### src/rtl/tick_generator_pkg.sv
// rtl/tick_generator_pkg.sv - shared types and width helpers for the tick generator
package tick_pkg;

    // Channel operating mode; the encoding is the value software writes on mode_data.
    typedef enum logic {
        MODE_PERIODIC = 1'b0,
        MODE_ONESHOT  = 1'b1
    } mode_t;

    // Default build sizes for the generator.
    localparam int DEF_WIDTH = 32;
    localparam int DEF_NCH   = 4;
    localparam int DEF_DIVW  = 26;

    // A channel-select bus is never narrower than one bit, even for a single channel.
    function automatic int sel_w(input int nch);
        return (nch > 1) ? $clog2(nch) : 1;
    endfunction

endpackage

### src/rtl/tick_generator_channel.sv
// rtl/tick_generator_channel.sv - one programmable tick channel (divisor, down-counter, mode)
module tick_channel
    import tick_pkg::*;
#(
    parameter int              DIVW    = 26,
    parameter logic [DIVW-1:0] DEF_DIV = {DIVW{1'b1}}
) (
    input  logic            i_clk,
    input  logic            i_reset,
    input  logic            i_en,
    input  logic            i_div_wr,
    input  logic            i_mode_wr,
    input  logic [DIVW-1:0] i_div_data,
    input  mode_t           i_mode_data,
    input  logic            i_start,
    output logic            o_tick,
    output logic            o_busy
);

    logic [DIVW-1:0] r_div;
    logic [DIVW-1:0] r_cnt;
    mode_t           r_mode;
    logic            r_tick;
    logic            r_busy;

    logic [DIVW-1:0] w_div_nxt;
    logic [DIVW-1:0] w_cnt_nxt;
    mode_t           w_mode_nxt;
    logic            w_tick_nxt;
    logic            w_busy_nxt;
    logic            w_cnt_zero;

    assign w_cnt_zero = (r_cnt == '0);

    // Next-state: a mode write dominates, then periodic counting or one-shot start/run/idle.
    // Reloads use the divisor as registered at this edge, so a divisor write only shapes
    // the period after the one already in flight.
    always_comb begin
        w_div_nxt  = i_div_wr ? i_div_data : r_div;
        w_mode_nxt = r_mode;
        w_cnt_nxt  = r_cnt;
        w_tick_nxt = 1'b0;
        w_busy_nxt = r_busy;

        if (i_mode_wr) begin
            w_mode_nxt = i_mode_data;
            w_cnt_nxt  = w_div_nxt;
            w_busy_nxt = (i_mode_data == MODE_PERIODIC);
        end else if (r_mode == MODE_PERIODIC) begin
            w_busy_nxt = 1'b1;
            if (i_en) begin
                if (w_cnt_zero) begin
                    w_tick_nxt = 1'b1;
                    w_cnt_nxt  = r_div;
                end else begin
                    w_cnt_nxt = r_cnt - DIVW'(1);
                end
            end
        end else if (i_start) begin
            // Start (or retrigger) wins even on the terminal edge, suppressing that tick.
            w_cnt_nxt  = r_div;
            w_busy_nxt = 1'b1;
        end else if (r_busy) begin
            if (i_en) begin
                if (w_cnt_zero) begin
                    w_tick_nxt = 1'b1;
                    w_busy_nxt = 1'b0;
                    w_cnt_nxt  = r_div;
                end else begin
                    w_cnt_nxt = r_cnt - DIVW'(1);
                end
            end
        end else begin
            // Idle one-shot keeps the counter parked on the divisor.
            w_cnt_nxt = r_div;
        end
    end

    // Channel state registers with synchronous active-low reset.
    always_ff @(posedge i_clk) begin
        if (!i_reset) begin
            r_div  <= DEF_DIV;
            r_cnt  <= DEF_DIV;
            r_mode <= MODE_PERIODIC;
            r_tick <= 1'b0;
            r_busy <= 1'b0;
        end else begin
            r_div  <= w_div_nxt;
            r_cnt  <= w_cnt_nxt;
            r_mode <= w_mode_nxt;
            r_tick <= w_tick_nxt;
            r_busy <= w_busy_nxt;
        end
    end

    assign o_tick = r_tick;
    assign o_busy = r_busy;

endmodule

### src/rtl/tick_generator.sv
// rtl/tick_generator.sv - free-running cycle counter plus NCH programmable tick channels
module tick_generator
    import tick_pkg::*;
#(
    parameter int              WIDTH   = DEF_WIDTH,
    parameter int              NCH     = DEF_NCH,
    parameter int              DIVW    = DEF_DIVW,
    parameter logic [DIVW-1:0] DEF_DIV = {DIVW{1'b1}},
    localparam int             SELW    = sel_w(NCH)
) (
    input  logic             clk,
    input  logic             reset,
    input  logic             en,
    input  logic             div_wr,
    input  logic             mode_wr,
    input  logic [SELW-1:0]  wr_sel,
    input  logic [DIVW-1:0]  div_data,
    input  logic             mode_data,
    input  logic [NCH-1:0]   start,
    output logic [WIDTH-1:0] count,
    output logic [NCH-1:0]   tick,
    output logic [NCH-1:0]   busy
);

    logic [WIDTH-1:0] r_count;
    logic [NCH-1:0]   w_tick;
    logic [NCH-1:0]   w_busy;

    // Free-running counter: advances on enabled edges and wraps naturally at full scale.
    always_ff @(posedge clk) begin
        if (!reset) begin
            r_count <= '0;
        end else if (en) begin
            r_count <= r_count + WIDTH'(1);
        end
    end

    // Write decode: an out-of-range wr_sel matches no channel, so the write is dropped.
    for (genvar gi = 0; gi < NCH; gi++) begin : g_ch
        logic w_sel_hit;
        assign w_sel_hit = (wr_sel == SELW'(gi));

        tick_channel #(
            .DIVW    (DIVW),
            .DEF_DIV (DEF_DIV)
        ) u_channel (
            .i_clk       (clk),
            .i_reset     (reset),
            .i_en        (en),
            .i_div_wr    (div_wr && w_sel_hit),
            .i_mode_wr   (mode_wr && w_sel_hit),
            .i_div_data  (div_data),
            .i_mode_data (mode_t'(mode_data)),
            .i_start     (start[gi]),
            .o_tick      (w_tick[gi]),
            .o_busy      (w_busy[gi])
        );
    end

    assign count = r_count;
    assign tick  = w_tick;
    assign busy  = w_busy;

endmodule
### config.mk
export PLATFORM = sky130hd
export DESIGN_NAME = tick_generator
export DESIGN_NICKNAME = d
export VERILOG_FILES = /design/src/rtl/tick_generator_pkg.sv /design/src/rtl/tick_generator_channel.sv /design/src/rtl/tick_generator.sv
export SDC_FILE = /design/constraint.sdc
export NUM_CORES = 1
export LEC_CHECK = 0
export ABC_CLOCK_PERIOD_IN_PS = 2700
export CAP_MARGIN = 20
export CORE_AREA = 2 2 137 166
export CTS_CLUSTER_DIAMETER = 80
export DETAILED_ROUTE_END_ITERATION = 8
export DIE_AREA = 0 0 139 168
export HOLD_SLACK_MARGIN = 0.06
export PLACE_DENSITY = 0.79
export SYNTH_ARGS = -nofsm -noshare
export SYNTH_HDL_FRONTEND = slang
export SYNTH_HIERARCHICAL = 1
export SYNTH_SLANG_ARGS = --single-unit
### constraint.sdc
create_clock -name clk -period 2.7 [get_ports clk]
set_input_delay 0.54 -clock clk [delete_from_list [all_inputs] [get_ports clk]]
set_output_delay 0.54 -clock clk [all_outputs]
set_load 0.1 [all_outputs]
Word level (Yosys, flattened, before mapping)
Index checks and enable logic that the tools add are counted.
{"block": "word_totals", "register_bits": 252, "latchBits": 0, "ram_bits": 0, "romBits": 0, "word_cells": 120, "mem_count": 0}
{"block": "classes", "add_sub_neg": 5, "multipliers": 0, "div_mod_pow": 0, "n_lt_le_gt_ge": 0, "eq_ne": 3, "shifts": 0, "n_mux": 72, "bitwise_logic": 2, "reduce_logical": 17}
{"operator": "$mux 26", "count": 28}
{"operator": "$logic_not 26->1", "count": 4}
{"operator": "$sub 26x1->26 const B", "count": 4}
{"operator": "$mux 1", "count": 44}
{"operator": "$add 32x1->32 const B", "count": 1}
{"operator": "$logic_and 1x1->1", "count": 8}
{"operator": "$reduce_or 2->1", "count": 4}
{"operator": "$eq 2x2->1 const B", "count": 2}
{"operator": "$eq 2x1->1 const B", "count": 1}
{"operator": "$logic_not 2->1", "count": 1}
{"operator": "$not 1->1", "count": 2}

Logic depth before layout (Yosys ltp)
{"block": "logic_depth", "ltp_word": 7, "ltp_mapped": 9, "depth_no_buf": 8}

Hierarchy
The synthesis kept the hierarchy.
{"mod": "tick_channel (g_ch[0].u_channel ...)", "n_inst": 3, "cells_per_inst": 341, "area_per_inst_um2": 2816.5, "seq_area_each_um2": 1101.1}
{"mod": "tick_channel (g_ch[3].u_channel)", "n_inst": 1, "cells_per_inst": 339, "area_per_inst_um2": 2815.2, "seq_area_each_um2": 1101.1}
{"mod": "tick_generator", "n_inst": 1, "cells_per_inst": 183, "area_per_inst_um2": 1547.7, "seq_area_each_um2": 640.6}

Worst setup path before layout
No wires, ideal clock.
{"block": "synth_path", "path_kind": "reg-to-reg", "startpoint": "reg r_count[0], in the netlist count[0]", "endpoint": "reg r_count[26], in the netlist count[26]", "setup_time_ps": 70, "arrival_ps": 2774, "required_ps": 2630, "setup_slack_ps": -145, "stages_incl_launch_ff": 7, "n_path_buf": 1, "synth_period_minus_slack_ps": 2845, "path_cell_list": "dfxtp_1 ha_1 nand4_2 or4_1 buf_2 or4_1 a21oi_1"}
{"block": "synth_between", "elab_chain_cells": 1}
{"item": "start, declared", "line_no": "tick_generator.sv:25", "text": "logic [WIDTH-1:0] r_count;"}
{"item": "start signal, assigned", "line_no": "tick_generator.sv:34", "text": "r_count <= r_count + WIDTH'(1);"}
{"item": "$add 32x1->32", "line_no": "tick_generator.sv:34"}
No other way between the ends.
A chain may end at the register's enable or synchronous reset.

Final worst setup path
{"block": "layout_path", "startpoint": "reg g_ch[1].u_channel.r_cnt[12]", "endpoint": "reg g_ch[1].u_channel.r_cnt[22]"}
{"block": "layout_between", "elab_chain_cells": 7, "elab_cells_between_ends": 8}
{"item": "start, declared", "line_no": "tick_generator_channel.sv:21", "text": "logic [DIVW-1:0] r_cnt;"}
{"item": "start signal, assigned", "line_no": "tick_generator_channel.sv:89", "text": "r_cnt <= w_cnt_nxt;"}
{"item": "$sub 26x1->26 or $logic_not 26->1 (tied branches)", "line_no": "tick_generator_channel.sv:56, tick_generator_channel.sv:70, tick_generator_channel.sv:33"}
{"item": "$mux 26 *", "line_no": "tick_generator_channel.sv:52, tick_generator_channel.sv:65"}
{"item": "$mux 26 *", "line_no": "tick_generator_channel.sv:51, tick_generator_channel.sv:64"}
{"item": "$mux 26", "line_no": "tick_generator_channel.sv:63", "text": "end else if (r_busy) begin"}
{"item": "$mux 26", "line_no": "tick_generator_channel.sv:59", "text": "end else if (i_start) begin"}
{"item": "$mux 26 *", "line_no": "tick_generator_channel.sv:49", "text": "end else if (r_mode == MODE_PERIODIC) begin"}
{"item": "$mux 26 *", "line_no": "tick_generator_channel.sv:45", "text": "if (i_mode_wr) begin"}
Every way passes the cells marked *; elsewhere a longest branch is shown, timed or not.

==> run summary <==
Worst r2r path cells -> 7
Root Buffer -> clkbuf_16
Die ar. -> 0.0234 mm2
Vias in the first global route -> 11400
Initial Utilization -> 58.4%
Kind of critical path -> flop to flop
CP Launch Point -> g_ch[1].u_channel/r_cnt[12]
Register bit total from synthesis -> 252
Top-count cell post-synth -> dfxtp_1
Final Hold Viols -> 0
Top cell type's share of synthesized area -> 39.4%
CTS resizes -> 0
Initial antenna violation count -> 0
TritonCTS clock tree -> built
Max Cap Viol -> 0
Die height -> 168 um
FP Rows -> 60
Ys async rst share -> 0%
Post-CTS Hold Buffers -> 0
Via density -> 6.16
Post-synthesis area per instance -> 8.29 um2
Critical path required time -> 3.10 ns
Crit path capture -> g_ch[1].u_channel/r_cnt[22]
Cell area after layout -> 0.0148 mm2
Global-route wire length before repair -> 58400 um
F_max -> 418 MHz
Clock skew -> 0.00983 ns
Drt drc -> 0
Routed Antenna Nets -> 0
Die Span X -> 139 um
Initial DRC Count -> 841
Core outline area -> 0.0219 mm2
Min-delay worst type -> input pin to flop
DRT Wirelength -> 36200 um
Period utilization -> 88.7%
Status -> finished clean
DR WL/cell -> 18.8 um
DR pass1 iterations -> 5
Post-CTS Setup Bufs -> 0
GRT Util Overall -> 30.3%
Max Slew Vio Count -> 0
Clock latency on the worst-skew pair -> 0.54 ns
Detailed placer's ending HPWL -> 24400 um
CTS max path bufs -> 3
R2R Setup Slk -> 0.31 ns
CP endpoint kind -> flop
RSZ-0062 raised after global routing -> false
Post-DP Area -> 0.0140 mm2
H-tree depth -> 1
Port bufs -> 77
Area Growth Syn to Fin -> 15.8%
Power per Cell Area -> 584 mW/mm2
Total congestion overflow -> 0
Post-synthesis cell type count -> 53
CTS sink cnt -> 252
Fin crit period -> 2.39 ns
Total I/O pin count -> 78
Arr. time, crit path -> 2.79 ns
Diodes inserted -> 0
Seq/Total Area, Yosys -> 39.4%
Syn Inst Count -> 1545
CTS clk-pin slew, worst paths -> 0.06 ns
Setup violators final -> 0
CP startpoint kind -> flop
Synthesized Nets -> 1588
Reg2reg end -> g_ch[1].u_channel/r_cnt[22]
Core Util, Final -> 67.7%
EDFF count, synth -> 0
Peak fanout along the critical path -> 9
Worst IR Drop VDD -> 0.615 mV
Total negative slack -> 0 ns
Mapped Area -> 0.0128 mm2
Slew @ Worst Pin -> 0.941 ns
Warning count from the yosys run -> 6
Placer Congestion -> 0.952
Total power -> 8670 uW
Worst R2R Start -> g_ch[1].u_channel/r_cnt[12]
Layout cell share with drive strength beyond 1 -> 11.5%
Fin nets -> 1676
Largest net degree at the start of global routing -> 31
Largest cells by area after synthesis -> dfxtp_1 39%, mux2i_1 7.9%, nand2_1 7.1%
Leakage -> 0.00544 uW
Clock buffer count from CTS -> 26
Top post-synthesis cells by count -> 252 x dfxtp_1, 242 x nand2_1, 142 x nor2_1, 101 x mux2i_1, 92 x a21oi_1
Via count -> 11900
Main synth FF type -> dfxtp_1
Cell taking the most area after synthesis -> dfxtp_1
Rel. slew slack -> 37.2%
-- report_power, final --
part / switching [uW] / total, uW / leakage [uW] / internal (uW)
clock network: 1490 / 3550 / 0.000412 / 2060
registers: 200 / 4110 / 0.00206 / 3910
logic: 588 / 1010 / 0.00296 / 419
total: 2280 / 8670 / 0.00544 / 6390
-- placed cells by master, fill, tap and decap left out, drive strengths merged, types with 11 or more instances in the layout --
cell type,count
dfxtp,252
nand2,242
nor2,142
o21ai,109
buf,108
mux2i,101
a21oi,92
xnor2,65
nor3,53
o31ai,42
or4,38
clkbuf,38
nand3,37
clkdlybuf4s50,35
or3,31
xor2,30
inv,30
a32oi,27
nor4,21
nand4,14
and3,12
and4,11
-- worst min path at each step --
stage                               start                          end  slack, ns  cells past startpoint
2_1_floorplan  g_ch[0].u_channel/r_div[7]   g_ch[0].u_channel/r_cnt[7]       0.43                      2
3_3_place_gp   g_ch[1].u_channel/r_div[7]   g_ch[1].u_channel/r_cnt[7]       0.45                      2
3_5_place_dp   g_ch[1].u_channel/r_div[7]   g_ch[1].u_channel/r_cnt[7]       0.46                      2
4_1_cts                             reset  g_ch[3].u_channel/r_div[21]       0.31                      2
5_1_grt                             reset   g_ch[3].u_channel/r_div[8]       0.32                      2
6_report                            reset   g_ch[3].u_channel/r_div[8]       0.32                      2
-- stage by stage --
stage	hold WS [ns]	setup WS, ns	instances
final	0.323	0.306	1929
after global routing	0.320	0.205	1929
after CTS	0.310	0.327	1929
after detailed placement	0.461	0.0591	1884
after global placement	0.451	0.102	1884
after floorplan	0.434	0.0367	1545
-- cells by family (layout without fill, tap and decap cells) --
family	Yosys count	count (layout)	share of synthesized area, %
adder cells (fa/ha/maj)	5	5	0.488
buffers and inverters	112	217	3.80
AND/OR/NAND/NOR	642	642	24.9
XOR/XNOR	95	95	6.49
AO/OA/AOI/OAI	334	334	16.7
multiplexers	105	105	8.24
flip-flops	252	252	39.4
-- state kept, by name, indices dropped and copies added (netlist names) --
| name | flops |
|---|---|
| g_ch.u_channel/r_cnt | 104 |
| g_ch.u_channel/r_mode | 4 |
| count | 32 |
| g_ch.u_channel/o_busy | 4 |
| g_ch.u_channel/o_tick | 4 |
| g_ch.u_channel/r_div | 104 |
-- worst max-delay path: stages (launching register included) --
cell and delay, ns:
dfxtp_1 0.38, or4_4 0.61, or3_4 0.39, nor3_2 0.24, buf_4 0.21, nor2_1 0.06, o211ai_1 0.21, o211ai_1 0.14
-- layer usage --
layer / routed length [um] / track usage, % / up-vias
li1: - / - / 5751
met1: 15000 / 38.6 / 5619
met2: 17500 / 52.5 / 414
met3: 2340 / 3.47 / 90
met4: 1340 / 12.2 / 0
met5: 0 / 0 / -
-- final cells by class --
cell class | count | area, um2
inverter | 29 | 109
clock inverter | 7 | 68.8
clock buffer | 38 | 767
sequential | 252 | 5050
tap | 279 | 349
fill | 1835 | 7080
multi-input combinational | 1181 | 7290
timing repair buffer | 143 | 1210
Note: power is estimated with default switching activity, not from simulation.
